<file path="src/rtl/fetch_ctrl_if.sv">
// Fetch controller bus: instruction-memory port, decode handshake, redirect and status.
// master = fetch controller, slave = memory/decode/branch side.
interface fetch_ctrl_if #(
    parameter int DEPTH = 4
);
    logic [63:0]            imem_addr;
    logic [31:0]            imem_instr;
    logic                   out_valid;
    logic                   out_ready;
    logic [31:0]            out_instr;
    logic [63:0]            out_pc;
    logic                   redirect_valid;
    logic [63:0]            redirect_pc;
    logic [$clog2(DEPTH):0] queue_count;
    logic                   fetch_fault;

    modport master (
        output imem_addr,
        input  imem_instr,
        output out_valid,
        input  out_ready,
        output out_instr,
        output out_pc,
        input  redirect_valid,
        input  redirect_pc,
        output queue_count,
        output fetch_fault
    );

    modport slave (
        input  imem_addr,
        output imem_instr,
        input  out_valid,
        output out_ready,
        input  out_instr,
        input  out_pc,
        output redirect_valid,
        output redirect_pc,
        input  queue_count,
        input  fetch_fault
    );
endinterface

</file>
<file path="src/rtl/fetch_ctrl.sv">
// fetch_ctrl: fetch PC owner with a DEPTH-entry prefetch queue and redirect flush.
// Optional macro FETCH_BOUND_EN stops fetch at MEM_WORDS*4 bytes and raises fetch_fault.
module fetch_ctrl #(
    parameter int          DEPTH     = 4,
    parameter logic [63:0] RESET_PC  = 64'h0,
    parameter int          MEM_WORDS = 256
) (
    input  logic         clk,
    input  logic         rst,
    fetch_ctrl_if.master bus
);
    localparam int          PW          = $clog2(DEPTH);
    localparam int          CW          = PW + 1;
    localparam logic [63:0] BOUND_BYTES = 64'(MEM_WORDS) * 64'd4;
`ifdef FETCH_BOUND_EN
    localparam bit          BOUND_EN    = 1'b1;
`else
    localparam bit          BOUND_EN    = 1'b0;
`endif

    logic [63:0]   fetch_pc_r;
    logic [PW-1:0] rd_ptr_r;
    logic [PW-1:0] wr_ptr_r;
    logic [CW-1:0] count_r;
    logic          fault_r;
    logic [63:0]   pc_mem_r    [DEPTH];
    logic [31:0]   instr_mem_r [DEPTH];

    logic [63:0]   target_s;
    logic          pc_oob_s;
    logic          target_oob_s;
    logic          push_s;
    logic          pop_s;

    assign target_s     = {bus.redirect_pc[63:2], 2'b00};
    // In the default build both bound flags are constant 0 and the fault logic folds away.
    assign pc_oob_s     = BOUND_EN && (fetch_pc_r >= BOUND_BYTES);
    assign target_oob_s = BOUND_EN && (target_s >= BOUND_BYTES);

    // Push/pop decision; full is judged on the registered count, redirect blocks both.
    always_comb begin
        push_s = 1'b0;
        pop_s  = 1'b0;
        if (bus.redirect_valid) begin
            push_s = 1'b0;
            pop_s  = 1'b0;
        end else begin
            push_s = (count_r < CW'(DEPTH)) && !pc_oob_s;
            pop_s  = (count_r != CW'(0)) && bus.out_ready;
        end
    end

    // Fetch PC, queue pointers and occupancy.
    always_ff @(posedge clk) begin
        if (rst) begin
            fetch_pc_r <= RESET_PC;
            rd_ptr_r   <= '0;
            wr_ptr_r   <= '0;
            count_r    <= '0;
        end else if (bus.redirect_valid) begin
            fetch_pc_r <= target_s;
            rd_ptr_r   <= '0;
            wr_ptr_r   <= '0;
            count_r    <= '0;
        end else begin
            if (push_s) begin
                fetch_pc_r <= fetch_pc_r + 64'd4;
                wr_ptr_r   <= wr_ptr_r + PW'(1'b1);
            end
            if (pop_s) begin
                rd_ptr_r <= rd_ptr_r + PW'(1'b1);
            end
            case ({push_s, pop_s})
                2'b10:   count_r <= count_r + CW'(1'b1);
                2'b01:   count_r <= count_r - CW'(1'b1);
                default: count_r <= count_r;
            endcase
        end
    end

    // Queue storage; cleared on reset so an empty head reads as zero.
    always_ff @(posedge clk) begin
        if (rst) begin
            for (int i = 0; i < DEPTH; i++) begin
                pc_mem_r[i]    <= 64'h0;
                instr_mem_r[i] <= 32'h0;
            end
        end else if (push_s) begin
            pc_mem_r[wr_ptr_r]    <= fetch_pc_r;
            instr_mem_r[wr_ptr_r] <= bus.imem_instr;
        end
    end

    // Sticky bound fault; only a redirect to an in-bound target or reset clears it.
    always_ff @(posedge clk) begin
        if (rst) begin
            fault_r <= 1'b0;
        end else if (bus.redirect_valid) begin
            fault_r <= fault_r && target_oob_s;
        end else if (pc_oob_s) begin
            fault_r <= 1'b1;
        end else begin
            fault_r <= fault_r;
        end
    end

    assign bus.imem_addr   = fetch_pc_r;
    assign bus.out_valid   = (count_r != CW'(0));
    assign bus.out_instr   = instr_mem_r[rd_ptr_r];
    assign bus.out_pc      = pc_mem_r[rd_ptr_r];
    assign bus.queue_count = count_r;
    assign bus.fetch_fault = fault_r;
endmodule
</file>
<file path="src/flat_wrapper.sv">
// flat-port wrapper written by rule: the top's interface ports become plain ports
module fetch_ctrl_flat 
#(
    parameter int          DEPTH     = 4,
    parameter logic [63:0] RESET_PC  = 64'h0,
    parameter int          MEM_WORDS = 256
)
  (clk, rst, bus_imem_addr, bus_imem_instr, bus_out_valid, bus_out_ready, bus_out_instr, bus_out_pc, bus_redirect_valid, bus_redirect_pc, bus_queue_count, bus_fetch_fault);
  fetch_ctrl_if #(.DEPTH(DEPTH)) bus_i ();
  input  logic clk;
  input  logic rst;
  output wire logic [$bits(bus_i.imem_addr)-1:0] bus_imem_addr;
  input wire logic [$bits(bus_i.imem_instr)-1:0] bus_imem_instr;
  output wire logic [$bits(bus_i.out_valid)-1:0] bus_out_valid;
  input wire logic [$bits(bus_i.out_ready)-1:0] bus_out_ready;
  output wire logic [$bits(bus_i.out_instr)-1:0] bus_out_instr;
  output wire logic [$bits(bus_i.out_pc)-1:0] bus_out_pc;
  input wire logic [$bits(bus_i.redirect_valid)-1:0] bus_redirect_valid;
  input wire logic [$bits(bus_i.redirect_pc)-1:0] bus_redirect_pc;
  output wire logic [$bits(bus_i.queue_count)-1:0] bus_queue_count;
  output wire logic [$bits(bus_i.fetch_fault)-1:0] bus_fetch_fault;
  assign bus_imem_addr = bus_i.imem_addr;
  assign bus_i.imem_instr = bus_imem_instr;
  assign bus_out_valid = bus_i.out_valid;
  assign bus_i.out_ready = bus_out_ready;
  assign bus_out_instr = bus_i.out_instr;
  assign bus_out_pc = bus_i.out_pc;
  assign bus_i.redirect_valid = bus_redirect_valid;
  assign bus_i.redirect_pc = bus_redirect_pc;
  assign bus_queue_count = bus_i.queue_count;
  assign bus_fetch_fault = bus_i.fetch_fault;
  fetch_ctrl #(.DEPTH(DEPTH), .RESET_PC(RESET_PC), .MEM_WORDS(MEM_WORDS)) u_core (.clk(clk), .rst(rst), .bus(bus_i));
endmodule
</file>
<file path="config.mk">
export PLATFORM = sky130hd
export DESIGN_NAME = fetch_ctrl_flat
export DESIGN_NICKNAME = d
export VERILOG_FILES = /design/src/rtl/fetch_ctrl_if.sv /design/src/rtl/fetch_ctrl.sv /design/src/flat_wrapper.sv
export SDC_FILE = /design/constraint.sdc
export NUM_CORES = 1
export LEC_CHECK = 0
export CAP_MARGIN = 20
export CORE_UTILIZATION = 61
export CTS_BUF_LIST = sky130_fd_sc_hd__clkbuf_2 sky130_fd_sc_hd__clkbuf_4 sky130_fd_sc_hd__clkbuf_8
export DETAILED_ROUTE_END_ITERATION = 10
export PLACE_DENSITY = 0.87
export SYNTH_ARGS = -nofsm -noshare
export SYNTH_HDL_FRONTEND = slang
export SYNTH_SLANG_ARGS = --single-unit
</file>
<file path="constraint.sdc">
create_clock -name clk -period 11.8 [get_ports clk]
set_clock_uncertainty 0.1 [all_clocks]
set_input_delay 2.36 -clock clk [delete_from_list [all_inputs] [get_ports clk]]
set_output_delay 2.36 -clock clk [all_outputs]
set_load 0.005 [all_outputs]
</file>
==> metrics.md <==
| Metric | Value |
|---|---|
| Net count of the finished layout | about 1900 |
| Number of buffers added for setup after CTS | 0 |
| Total Power | approximately 3.5 mW |
| Netlist cell types | 52 |
| Crit path to | bus_out_pc[54] |
| Final hold viol count | 0 |
| Met1 track utilization from global routing | 0.387 |
| Share of async-settable or async-resettable flops after synthesis | 0 |
| CTS tree | done |
| Critical Path Sink Type | output pin |
| Number of buffer and inverter stages on the critical path | 3 |
| IR Drop Worst-Case VDD | around 0.00009 V |
| Endpoint arrival time on the critical path | about 3500 ps |
| Leakage power | 8.96 nW |
| Number of buffers inserted by port buffering | 257 |
| Post-synth EDFFs | around 380 |
| Overall die height | around 180 um |
| Number of H-tree levels | 3 |
| CP cell instances | buf_4 -> buf_16 -> mux4_2 -> clkdlybuf4s50_1 |
| Endpoint of the lowest-slack register-to-register path | u_core.instr_mem_r[2][9] |
| Most repeated cell in the gate-level netlist after synthesis | edfxtp_1 |
| Routed wire length | approximately 50000 um |
| Hold-fix buffer count after cts | 0 |
| Number of logic stages on the critical path including buffering | 4 |
| Slew of the pin with the lowest slew margin | between 1000 and 1500 ps |
| GRT met2 Usage | 0.504 |
| Gr ovfl total | 0 |
| Dominant delay contributor by cell family on the critical path | buffers and inverters |
| Critical path's slowest cell | dfxtp_4 |
| CP startpoint kind | register |
| Area Overhead vs Synth | 21.8% |
| Required time of the critical path | about 9300 ps |
| Share of the synthesized area in the top cell type | 0.570 |
| Global-route usage over all layers | 0.305 |
| Antenna-violating nets left | 0 |
| Starting density of the core | 0.625 |
| Mean routed wirelength per cell | ~22 um |
| Post-cts gate resize count | 0 |
| Placeable core area | 31700 sq um |
| Slew HR | 0.272 |
| Type of the setup path with the least slack | reg2out |
| Pin count of the biggest net entering global routing | 83 |
| Largest fanout on the critical path | 45 |
| Clock insertion delay at the later pin of the skew report | about 600 ps |
| Final TNS setup | 0 ps |
| Power density relative to cell area | about 140 nW/um^2 |
| Cell chosen for the clock root | clkbuf_8 |
| Half-perimeter wire length of the detailed placement result | between 20000 and 30000 um |
| Clk sink count | roughly 450 |
| Warnings, synthesis | 0 |
| Clock transition at the register clock pins on the worst setup and hold paths after CTS | 70 ps |
| Number of global-route vias before repair | approximately 14000 |
| Cell count after synthesis | about 1500 |
| Peak Freq | about 0.17 GHz |
| Wire length of the first global-routing pass | ~76000 um |
| GR Layer Usage met3 | 0.0591 |
| Most used routing layer in global routing | met2 |
| Average instance area after synthesis | about 13 sq um |
| CTS buffer count | between 70 and 80 |
| Number of synthesized register bits | ~450 |
| Critical path's largest stage delay | 990 ps |
| Worst reg2reg path startpoint | u_core.wr_ptr_r[1] |
| Fraction of final layout cells sized beyond drive strength 1 | 0.137 |
| Maximum capacitance violations | 0 |
| Drt first-iter violations | roughly 1300 |
| Library cell with the largest summed area after synthesis | edfxtp_1 |
| Top cells by count, synth | 376 x edfxtp_1, 255 x nor2_1, 133 x nand2_1 |
| Dominant synthesized flop cell | edfxtp_1 |
| Final Max Slew Viols | 0 |
| Die boundary width | 182 um |
| Shortest clock period the worst path allows after layout | 5960 ps |
| Global placement routability congestion | a little over 0.8 |
| Count of cells along the worst register-to-register path | 3 |
| Post-synthesis cell area | between 15000 and 20000 sq um |
| Sequential cell area fraction in the yosys report | 0.642 |
| Post-detailed-route DRC marker count | 0 |
| Num ports | 265 |
| Worst R2R Setup Slack | 8250 ps |
| Class of the most critical hold timing path | reg2reg |
| Total of endpoints with negative setup slack in the final report | 0 |
| Die area | approximately 33000 sq um |
| Mean number of vias per cell | around 6 |
| Row Count | 65 |
| Unrepaired setup endpoints after global routing | no |
| Outcome | finished clean |
| Maximum clock path buffer count | 3 |
| Overall via count from detail_route | ~14000 |
| Largest cells by area after synthesis | edfxtp_1 57%, mux4_2 11%, dfxtp_1 7.2%, nor2_1 4.8%, and2_1 2.6% |
| Initial antenna violation count | 2 |
| Crit share post-route | 0.505 |
| Number of optimization iterations in the first detailed-route pass | 5 |
## layer usage
layer,share of wire,vias to the layer above
met5,0,-
met4,0.042,0
met3,0.096,138
met2,0.49,801
met1,0.37,6744
li1,-,6046
## how the worst min path moves through the flow
| stage | cells past startpoint | from | to |
|---|---|---|---|
| after global placement | 2 | u_core.rd_ptr_r[1] | register |
| after CTS | 2 | u_core.rd_ptr_r[1] | register |
| after floorplan | 2 | u_core.rd_ptr_r[1] | register |
| after global routing | 2 | u_core.rd_ptr_r[1] | register |
| final | 2 | u_core.rd_ptr_r[1] | register |
| after detailed placement | 2 | u_core.rd_ptr_r[1] | register |
## cell type report
type	count	area (sq um)
Sequential cell	447	12700
Fill cell	1958	7590
Multi-Input combinational cell	867	6290
Timing Repair Buffer	277	2750
Clock buffer	111	1310
Tap cell	402	503
Inverter	118	443
Clock inverter	18	98.8
Antenna cell	2	5.00
## sequential cells by signal, indices dropped and copies added (netlist names), named ones only
name,count
u_core.pc_mem_r,248
u_core.instr_mem_r,128
u_core.bus.imem_addr,62
u_core.bus.queue_count,3
u_core.rd_ptr_r,2
u_core.wr_ptr_r,2
## cells by family after synthesis
group	Yosys count	share of synthesized area
adders and majority gates	3	0.00227
DFF	447	0.642
and+or+nand+nor	628	0.151
other	1	0.000189
buffers and inverters	227	0.0444
AOI/OAI and AO/OA	93	0.0339
xor gates and xnor gates	38	0.0168
muxes	100	0.110
## worst reg2reg max path: stages (launching register included)
cell	delay, ps
dfxtp_1	950
nand2b_4	480
o21bai_4	680
buf_4	920
## report_power, final
group | leakage (nW) | switching, mW | internal, mW | total, mW
Sequential | 4.50 | 0.0554 | 1.80 | 1.86
Clock | 0.754 | 0.592 | 0.709 | 1.30
Combinational | 3.70 | 0.155 | 0.155 | 0.310
## through the flow
| step | instance area [sq um] | std cells | utilization | hold slack (ps) | setup slack [ps] |
|---|---|---|---|---|---|
| global route | 24100 | 2242 | 0.761 | 481 | 5600 |
| global placement | 22700 | 2109 | 0.714 | 413 | 6150 |
| finish | 24100 | 2242 | 0.761 | 462 | 5840 |
| floorplan | 19800 | 1541 | - | 385 | 3820 |
| detailed placement | 22700 | 2109 | 0.714 | 428 | 6100 |
| CTS | 24100 | 2238 | 0.759 | 430 | 5500 |
## layout by cell type (no fill, tap or decap), types with 10 or more instances in the layout
cell type and n:
a2111oi_0 11, a211oi_1 27, a21oi_1 15, a311oi_1 14, and2_1 81, and3_1 11
buf_4 18, clkbuf_4 35, clkbuf_8 76, clkdlybuf4s50_1 255, clkinv_1 11, dfxtp_1 69
edfxtp_1 376, inv_1 117, mux4_2 94, nand2_1 133, nand3_1 24, nand4_1 20
nor2_1 255, nor3_1 22, nor4_1 19, o21ai_0 10, or3_1 12, xnor2_1 21
xor2_1 17
Note: power is estimated with default switching activity, not from simulation.
==> RTL change 1: new RTL, config.mk and constraints unchanged <==
The localparam `BOUND_EN` goes from 1'b0 to 1'b1.
--- a/src/rtl/fetch_ctrl.sv
+++ b/src/rtl/fetch_ctrl.sv
@@ -15,7 +15,7 @@
 `ifdef FETCH_BOUND_EN
     localparam bit          BOUND_EN    = 1'b1;
 `else
-    localparam bit          BOUND_EN    = 1'b0;
+    localparam bit          BOUND_EN    = 1'b1;
 `endif
 
     logic [63:0]   fetch_pc_r;
Behaviour: not the same (Yosys sat finds a counterexample within 4 cycles, from zero or initial values and one cycle with rst high).
==> RTL change 1 against the original RTL <==
Synthesized area is 10% lower; power is 3.8% lower; die area is 10% lower; final area is 5.1% lower; routed wire length is 21% lower; sequential cell count is 1 higher; setup slack better by 0.26 ns; critical path type unchanged; via count is 24% lower.
==> RTL change 1: results (changes against the original RTL) <==
stage,metric,value,unit,change
logic_synthesis,yosysUniqueCellTypes,48,,-7.7%
grt,grt_antenna_before_repair,2,,unchanged
logic_synthesis,synth_edf_count,376,,unchanged
logic_synthesis,synth_adder_area_share,0.003235,,+0.0009617
place,detailed_place_hpwl,23860,um,-20%
setup_path,cp_max_fo,43,,-4.4%
logic_synthesis,synth-compound-area-share,0.01252,,-0.02139
grt,grt_pass1_wl,62280,um,-18%
clocking,clock_latency,0.58,ns,-0.02 ns
grt,grt_usage,0.2771,,-0.02781
setup_path,arrival,3.24,ns,-0.26 ns
final_layout,regMostFlops,u_core.pc_mem_r,,
timing,slew_headroom,0.2552,,-0.01668
place,io_buffer_count,258,,+0.39%
logic_synthesis,synth_xor_xnor_area_share,0.002954,,-0.01384
logic_synthesis,netlist_area,17790,um^2,-10%
clocking,clockBufferDepth,3,,unchanged
routing,wl_met1,14800,um,-21%
clocking,post_cts_buffers,0,,unchanged
logic_synthesis,synth.area.mux_share,0.1494,,+0.03949
power_and_ir_drop,power_leakage,8.595,nW,-4.0%
clocking,cts_made_buffers,70,,-1.4%
final_layout,n_fill_cell,1518,,-22%
logic_synthesis,ys_top_cells_by_area,"edfxtp_1 (63%), mux4_2 (12%), dfxtp_1 (8.1%)",,
logic_synthesis,seq_area_frac_synth,0.7157,,+0.07405
routing,avgRoutedWirePerCell,20.39,um,-8.9%
setup_path,regToRegStartpoint,u_core.bus.imem_addr[11]$_SDFFE_PP0P_,,
routing,initialDrtViolationCount,840,,-35%
logic_synthesis,synth_common_cells,"edfxtp_1 (376), and2_1 (121), mux4_2 (94)",,
logic_synthesis,ys_warn_count,0,,unchanged
final_layout,largest_register_ffs,248,,unchanged
power_and_ir_drop,irDropWorstVdd,0.08775,mV,-0.45%
routing,wl_met2,20830,um,-15%
routing,firstDrtPassIters,5,,unchanged
grt,grt_pass1_vias,11197,,-20%
place,gp_congestion,0.8299,,+0.29%
final_layout,drive_above_1_share,0.1490,,+0.01242
outcome,outcome,"complete, no violations",,
clocking,cts_max_level,3,,unchanged
routing,wl_met3,2871,um,-40%
timing,finalCritPeriodShare,0.4835,,-0.02174
routing,vias,10462,,-24%
final_layout,nNetsFinal,1615,,-14%
routing,top_layer,met4,,
min_path,hold_class,reg -> reg,,
grt,grt_max_degree,75,,-9.6%
clocking,cts-resized-gates,0,,unchanged
clocking,clkTransAtPathRegs,0.06,ns,
timing,report.final.slew_viol_count,0,,unchanged
logic_synthesis,synth_ff_type,edfxtp_1,,
-- RTL change 1: cell type report --
class / count / area, um^2 / share of cell area
sequential: 448 / 12740 / 0.5565
clock buffer: 103 / 1230 / 0.05373
antenna: 2 / 5.005 / 0.0002186
timing repair buffer: 271 / 2693 / 0.1176
tap: 384 / 480.5 / 0.02099
inverter: 15 / 56.30 / 0.002460
multi-input combinational: 705 / 5563 / 0.2430
clock inverter: 22 / 123.9 / 0.005411
-- RTL change 1: cell families (layout without fill, tap and decap cells) --
group | count (synthesis) | count (layout)
buf+inv | 81 | 411
mux | 148 | 148
flops | 448 | 448
compound gates | 27 | 27
fa+ha+maj | 4 | 4
other cells | 1 | 222
simple gates | 300 | 300
xor+xnor | 6 | 6
-- RTL change 1: report_power, final --
| part | switching (mW) | internal [mW] | leakage [nW] |
|---|---|---|---|
| clock | 0.583 | 0.672 | 0.715 |
| combinational | 0.105 | 0.126 | 3.52 |
| sequential | 0.0383 | 1.81 | 4.36 |
| total | 0.727 | 2.61 | 8.60 |
-- RTL change 1: per-stage QoR --
stage	instance area, um^2	power, mW	std cells	setup slack (ns)	hold WS (ns)
after floorplan	18610	1.965	1234	6.372	0.3847
after global placement	21500	2.097	1822	6.169	0.3966
after detailed placement	21500	2.111	1822	6.163	0.4162
after CTS	22860	3.360	1947	5.519	0.4361
after global routing	22890	3.464	1950	5.873	0.4636
final	22890	3.338	1950	6.095	0.4302
-- RTL change 1: worst max-delay path, cell delays in order, from the launching register on --
cell	delay, ns
dfxtp_4	0.68
buf_4	0.79
mux4_2	0.63
clkdlybuf4s50_1	0.52
-- RTL change 1: path summary, 6_finish.rpt --
check	end	slack, ns	cells after the start
setup reg to reg	u_core.pc_mem_r[1][8]$_SDFFCE_PN0P_	7.35	7
hold reg to reg	register	0.43	2
hold / removal	register	0.43	2
setup / recovery	bus_out_instr[3]	6.10	3
-- RTL change 1: routing by layer --
metal,vias up,track usage
met4,0,0.1125
li1,4726,-
met5,-,0
met2,450,0.4857
met1,5198,0.3327
met3,88,0.06376
==> RTL change 2: new RTL, same settings <==
Without the edit above. Build with the macro `FETCH_BOUND_EN` defined.
--- a/src/rtl/fetch_ctrl.sv
+++ b/src/rtl/fetch_ctrl.sv
@@ -1,5 +1,7 @@
 // fetch_ctrl: fetch PC owner with a DEPTH-entry prefetch queue and redirect flush.
 // Optional macro FETCH_BOUND_EN stops fetch at MEM_WORDS*4 bytes and raises fetch_fault.
+`define FETCH_BOUND_EN
+
 module fetch_ctrl #(
     parameter int          DEPTH     = 4,
     parameter logic [63:0] RESET_PC  = 64'h0,
Formal check against the unedited RTL: not equivalent (a bounded check fails within 4 cycles, from zero or initial values and one cycle with rst high).
==> RTL change 2 against the original RTL <==
Sequential cell count increased by 1; clock power decreased by 3%; synthesized area decreased by 10%; die area decreased by 10%; power decreased by 3.8%; utilization increased by 3.7 points; routed wire length decreased by 21%; non-clock buffer count decreased by 6; setup slack improved by 0.26 ns; final area decreased by 5.1%; critical path type unchanged; critical endpoint is now bus_out_instr[3]; largest power group unchanged.
==> RTL change 2: results (changes against the original RTL) <==
stage,metric,value,unit,change
clocking,clock_latency,0.58,ns,-0.02 ns
final_layout,n_fill_cell,1518,,-22%
routing,avgRoutedWirePerCell,20.39,um,-8.9%
grt,grt_usage,0.2771,,-0.02781
timing,tightest_slew,1.117,ns,+0.03336 ns
place,io_buffer_count,258,,+0.39%
logic_synthesis,synth-compound-area-share,0.01252,,-0.02139
outcome,outcome,"complete, no violations",,
logic_synthesis,yosysUniqueCellTypes,48,,-7.7%
setup_path,arrival,3.24,ns,-0.26 ns
setup_path,cp_max_fo,43,,-4.4%
final_layout,drive_above_1_share,0.1490,,+0.01242
power_and_ir_drop,irDropWorstVdd,0.08775,mV,-0.45%
routing,initialDrtViolationCount,840,,-35%
logic_synthesis,synth_adder_area_share,0.003235,,+0.0009617
logic_synthesis,seq_area_frac_synth,0.7157,,+0.07405
setup_path,cpMaxStageDelayCell,buf_4,,
place,place_ws,6.163,ns,+0.06371 ns
timing,finalCriticalPeriod,5.705,ns,-0.2565 ns
logic_synthesis,ys_top_cells_by_area,"edfxtp_1 (63%), mux4_2 (12%), dfxtp_1 (8.1%)",,
place,detailed_place_hpwl,23860,um,-20%
setup_path,worst_r2r_path_depth,7,,+4
routing,vias,10462,,-24%
final_layout,nNetsFinal,1615,,-14%
grt,grt_max_degree,75,,-9.6%
place,gp_congestion,0.8299,,+0.29%
clocking,cts_made_buffers,70,,-1.4%
grt,grt_pass1_wl,62280,um,-18%
setup_path,slowest_delay,0.79,ns,-0.20 ns
-- RTL change 2: worst register-to-register path: stages (launching register included) --
cell	delay, ns
dfxtp_1	0.33
nor4_1	0.62
nand4_1	0.29
nor4_4	0.31
buf_4	0.58
and2_1	0.39
a31o_4	0.49
buf_4	0.88
-- RTL change 2: routing by layer --
layer / GRT usage / wire length [um] / part of all wire / up-vias
li1: - / - / - / 4726
met3: 0.06376 / 2871 / 0.072 / 88
met2: 0.4857 / 20830 / 0.52 / 450
met4: 0.1125 / 1258 / 0.032 / 0
met1: 0.3327 / 14800 / 0.37 / 5198
met5: 0 / 0 / 0 / -
-- RTL change 2: path summary, 6_finish.rpt --
check,start,endpoint,slack (ns)
max reg2reg,u_core.bus.imem_addr[11]$_SDFFE_PP0P_,u_core.pc_mem_r[1][8]$_SDFFCE_PN0P_,7.35
max,register,bus_out_instr[3],6.10
min,u_core.rd_ptr_r[1]$_SDFFE_PP0P_,register,0.43
min reg2reg,u_core.rd_ptr_r[1]$_SDFFE_PP0P_,register,0.43
-- RTL change 2: cell families after synthesis --
kind of cell               count (synthesis)
other                                      1
adders and majority gates                  4
and+or+nand+nor                          300
buffers and inverters                     81
xor gates and xnor gates                   6
muxes                                    148
DFF                                      448
AOI/OAI and AO/OA                         27
-- RTL change 2: report_power, final --
group	total, mW	switching [mW]	leakage (nW)	internal, mW
Sequential	1.85	0.0383	4.36	1.81
Clock	1.26	0.583	0.715	0.672
Combinational	0.231	0.105	3.52	0.126
Total	3.34	0.727	8.60	2.61
-- RTL change 2: layout make-up --
class                   instances  area share
repair buffers                271      0.1176
inverters                      15    0.002460
flip-flops and latches        448      0.5565
clock inverters                22    0.005411
clock buffers                 103     0.05373
multi-input cells             705      0.2430
diodes                          2   0.0002186
well taps                     384     0.02099
-- RTL change 2: metrics by stage --
step           instances  cell area, um^2
6_report            1950            22890
3_5_place_dp        1822            21500
3_3_place_gp        1822            21500
2_1_floorplan       1234            18610
5_1_grt             1950            22890
4_1_cts             1947            22860
